--- src/rtl/ring_fifo.sv ---
// ring_fifo: parametrised single-clock circular FIFO.
//
// Oldest word is presented on head (forced to 0 when empty). Occupancy is a
// registered count; full/empty/almost flags are compares of that count, so
// DEPTH need not be a power of two and pointer equality is never used.
// Concurrent push and pull are defined at every occupancy: at full the head is
// popped and the new word lands in the freed slot; at empty only the push acts.
//
// Optional feature macro: RING_FIFO_ERR_FLAGS_EN
//   adds err_clear input and sticky overflow/underflow outputs.
//
// Ports:
//   clock        rising-edge clock
//   reset        synchronous, active-high; clears pointers, count, flags
//   push         write request (accepted when !full or together with pull)
//   push_data    word to enqueue
//   pull         read request (ignored when empty)
//   head         oldest stored word, 0 when empty
//   count        stored words, 0..DEPTH
//   full/empty   count == DEPTH / count == 0
//   almost_full  count >= AFULL_LEVEL
//   almost_empty count <= AEMPTY_LEVEL
//   err_clear, overflow, underflow  (only with RING_FIFO_ERR_FLAGS_EN)
module ring_fifo #(
  parameter int DATA_WIDTH   = 16,
  parameter int DEPTH        = 8,
  parameter int AFULL_LEVEL  = 6,
  parameter int AEMPTY_LEVEL = 2,
  localparam int PTR_W = $clog2(DEPTH),
  localparam int CNT_W = $clog2(DEPTH + 1)
) (
  input  logic                  clock,
  input  logic                  reset,
  input  logic                  push,
  input  logic [DATA_WIDTH-1:0] push_data,
  input  logic                  pull,
`ifdef RING_FIFO_ERR_FLAGS_EN
  input  logic                  err_clear,
  output logic                  overflow,
  output logic                  underflow,
`endif
  output logic [DATA_WIDTH-1:0] head,
  output logic [CNT_W-1:0]      count,
  output logic                  full,
  output logic                  empty,
  output logic                  almost_full,
  output logic                  almost_empty
);

  localparam logic [PTR_W-1:0] LAST_PTR = PTR_W'(DEPTH - 1);
  localparam logic [CNT_W-1:0] DEPTH_C  = CNT_W'(DEPTH);
  localparam logic [CNT_W-1:0] AFULL_C  = CNT_W'(AFULL_LEVEL);
  localparam logic [CNT_W-1:0] AEMPTY_C = CNT_W'(AEMPTY_LEVEL);

  logic [DATA_WIDTH-1:0] mem [DEPTH];
  logic [PTR_W-1:0]      wr_ptr, rd_ptr;
  logic                  push_acc, pull_acc;

  // Explicit wrap at DEPTH-1 so non-power-of-two depths work.
  function automatic logic [PTR_W-1:0] ptr_inc(input logic [PTR_W-1:0] p);
    return (p == LAST_PTR) ? '0 : p + PTR_W'(1);
  endfunction

  assign full         = (count == DEPTH_C);
  assign empty        = (count == '0);
  assign almost_full  = (count >= AFULL_C);
  assign almost_empty = (count <= AEMPTY_C);

  // A push at full is only taken when the pull frees a slot in the same cycle.
  assign push_acc = push & (~full | pull);
  assign pull_acc = pull & ~empty;

  assign head = empty ? '0 : mem[rd_ptr];

  // Storage is deliberately not reset; count gates visibility of stale data.
  always_ff @(posedge clock) begin
    if (!reset && push_acc) mem[wr_ptr] <= push_data;
  end

  always_ff @(posedge clock) begin
    if (reset) begin
      wr_ptr <= '0;
      rd_ptr <= '0;
      count  <= '0;
    end else begin
      if (push_acc) wr_ptr <= ptr_inc(wr_ptr);
      if (pull_acc) rd_ptr <= ptr_inc(rd_ptr);
      case ({push_acc, pull_acc})
        2'b10:   count <= count + CNT_W'(1);
        2'b01:   count <= count - CNT_W'(1);
        default: count <= count;
      endcase
    end
  end

`ifdef RING_FIFO_ERR_FLAGS_EN
  // Sticky error flags; a new error in the same cycle beats err_clear.
  always_ff @(posedge clock) begin
    if (reset) begin
      overflow  <= 1'b0;
      underflow <= 1'b0;
    end else begin
      if (push & full & ~pull) overflow <= 1'b1;
      else if (err_clear)      overflow <= 1'b0;
      if (pull & empty)        underflow <= 1'b1;
      else if (err_clear)      underflow <= 1'b0;
    end
  end
`endif

endmodule

--- config.mk ---
export PLATFORM = sky130hd
export DESIGN_NAME = ring_fifo
export DESIGN_NICKNAME = d
export VERILOG_FILES = /design/src/rtl/ring_fifo.sv
export SDC_FILE = /design/constraint.sdc
export NUM_CORES = 1
export LEC_CHECK = 0
export ABC_CLOCK_PERIOD_IN_PS = 2900
export CORE_MARGIN = 3
export CORE_UTILIZATION = 38
export DETAILED_ROUTE_END_ITERATION = 7
export HOLD_SLACK_MARGIN = 0.03
export PLACE_DENSITY = 0.61
export REMOVE_ABC_BUFFERS = 1
export SYNTH_ARGS = -nofsm -noshare
export SYNTH_HDL_FRONTEND = slang
export SYNTH_SLANG_ARGS = --single-unit
--- constraint.sdc ---
create_clock -name clock -period 2.9 [get_ports clock]
set_input_delay 0.58 -clock clock [delete_from_list [all_inputs] [get_ports clock]]
set_output_delay 0.58 -clock clock [all_outputs]
set_load 0.05 [all_outputs]
==> metrics.txt <==
status=finished clean; routed len/inst=19.3 um; grt ovf=0; Peak supply drop=0.000491 V; final setup fails=0; # rows=43; layout cell share with drive strength beyond 1=30.7%; Final Hold Fails=0; Num CTS Buffers=17; startpoint types=flop; DR DRC count=0; count leader, synth=edfxtp_1; largest net degree at the start of global routing=19; dpl hpwl=6.10 mm; register-to-register setup slack=310 ps; Detailed Routing Iterations Pass 1=4; cells after synthesis=281; crit share post-route=92.2%; clk_skew=4.50 ps; Critical Path Stages=5; H-tree depth=4; largest area contributor in the netlist=edfxtp_1; synthesized area per cell=19.9 sq um; CTS tree=done; cts repair resizes=1; Fill cells=1,123; Final GP Congestion=0.700; Post-synth EDFFs=128; Total Wirelength=10.4 mm; Antenna Diode Count=0; Cell Pwr Density=964 mW/mm^2; clk_lat worst skew=410 ps; full die area=0.0162 sq mm; Worst setup endpoint=head[14]; crit-path cells=buf_12, mux4_2, mux2i_1, nor2_1, buf_12; post-route ant nets=0; Main synth FF type=edfxtp_1; #FFs+latches synth=141; DR vias/cell=5.22; Crit. End Element=output pin; Num Clock Sinks=141; CP Data Required Time=2320 ps; yosys warns=0; post-synthesis cell type count=34; FMAX=374 MHz; CP max stage cell=mux4_2; Worst slew margin=66.0%; fin. max-slew vios=0; initial antenna violation count=0; Arr. time, crit path=2090 ps; buffer and inverter count on the worst path=2; CP delay by family, top=multiplexers; first-pass GRT wire length=16.4 mm; GRT Resource Usage Total=13.8%; Area Growth Syn to Fin=27.6%; I/O Buffers=43; Max-cap violations=0; number of global-route vias before repair=2,926; measured slew at the worst slew-check pin=508 ps; max incr delay on CP=520 ps; core area=0.0141 sq mm; R2R depth=9; Leak=0.00233 uW; die width=127 um; HP Class=flop to flop; Clk pin slew, worst setup/hold paths=50 ps; Final #Nets=373; Cell Area, Synth=0.00559 sq mm; 1st-iter DRT viols=220; Core Util, Final=50.4%; Most common cell on crit path=buf_12; DIE HEIGHT=127 um; Synth top cells by count=edfxtp_1, mux4_2, nor2_1; TNS Setup=0 ps; sequential share of the synthesized area=73.5%; RR Startpoint=count[2]; Hold Crit Depth=2; # hold bufs at CTS=0; Starting Density=39.5%; Vias=2,810; io pins=44; area fraction of the dominant cell type after synthesis=68.8%; Max FO, Critical Path=18; post-route minimum period=2670 ps; r2r endpoint=count[2]; unrepaired setup endpoints after global routing=no; Area contributors post-synth=edfxtp_1, mux4_2, dfxtp_1, mux2i_1, nor2_1; asr flop ratio synth=0%; root buf cell=clkbuf_16; CP Class=flop to output pin; setup repair bufs after CTS=0; HP Start=rd_ptr[0]; largest buffer count on any clock path=2
worst register-to-register path, cell delays in order, from the launching register on:
cell and delay [ps]:
dfxtp_1 410, or4b_4 610, o21ai_4 140, ha_1 270, xor2_1 170, ha_1 160, a21oi_1 50, xor2_1 160
or3_2 410, a21oi_1 140
registers in the layout, indices dropped and copies added, names as in the netlist, named ones only:
| register | flops |
|---|---|
| count | 4 |
| mem | 128 |
| rd_ptr | 3 |
| wr_ptr | 3 |
through the flow:
step | hold WS, ps | instance area (sq um) | power [uW] | cells | setup WS, ps
2_1_floorplan | 442 | 5510 | 3730 | 267 | -527
3_5_place_dp | 480 | 6530 | 4760 | 507 | 164
5_1_grt | 514 | 7130 | 7140 | 538 | 91.5
3_3_place_gp | 471 | 6530 | 4740 | 507 | 243
4_1_cts | 494 | 7130 | 6950 | 538 | 53.7
6_report | 503 | 7130 | 6870 | 538 | 225
worst min path at each step:
stage | end | slack [ps]
floorplan | flop | 440
global placement | flop | 470
detailed placement | flop | 480
CTS | flop | 490
global route | flop | 510
finish | flop | 500
per-layer routing:
metal,track usage (%),part of all wire [%]
met1,18.2,44
met2,21.2,49
met4,5.36,1.8
met3,4.97,5.2
met5,0,0
cell families (layout without fill, tap and decap cells):
logic type | Yosys count | in the layout | synth area share (%)
mux | 53 | 53 | 16.7
flops | 141 | 141 | 73.5
compound gates | 13 | 13 | 1.61
xor+xnor | 3 | 3 | 0.470
simple gates | 48 | 48 | 4.75
fa+ha+maj | 7 | 7 | 1.57
buf+inv | 16 | 93 | 1.46
cell type report:
| type | count | area (sq um) | share of cell area, % |
|---|---|---|---|
| Clock buffer | 17 | 425 | 5.97 |
| Clock inverter | 14 | 176 | 2.47 |
| Multi-Input combinational cell | 124 | 1430 | 20.1 |
| Timing Repair Buffer | 60 | 752 | 10.5 |
| Inverter | 2 | 7.51 | 0.105 |
| Sequential cell | 141 | 4110 | 57.6 |
| Tap cell | 180 | 225 | 3.16 |
placed cells by master, fill, tap and decap left out, drive strengths merged, types with 6 or more instances in the layout:
cell type | Yosys | routed
mux4 | 32 | 32
mux2i | 20 | 20
clkdlybuf4s50 | 0 | 25
nor2 | 24 | 24
edfxtp | 128 | 128
buf | 9 | 34
clkinv | 0 | 6
a21oi | 6 | 6
clkbuf | 5 | 17
ha | 7 | 7
dfxtp | 13 | 13
where the power goes:
group	switching (uW)	internal (uW)
Combinational	1210	1070
Sequential	116	2290
Clock	760	1420
No activity file was read; power rests on OpenSTA's default activity.
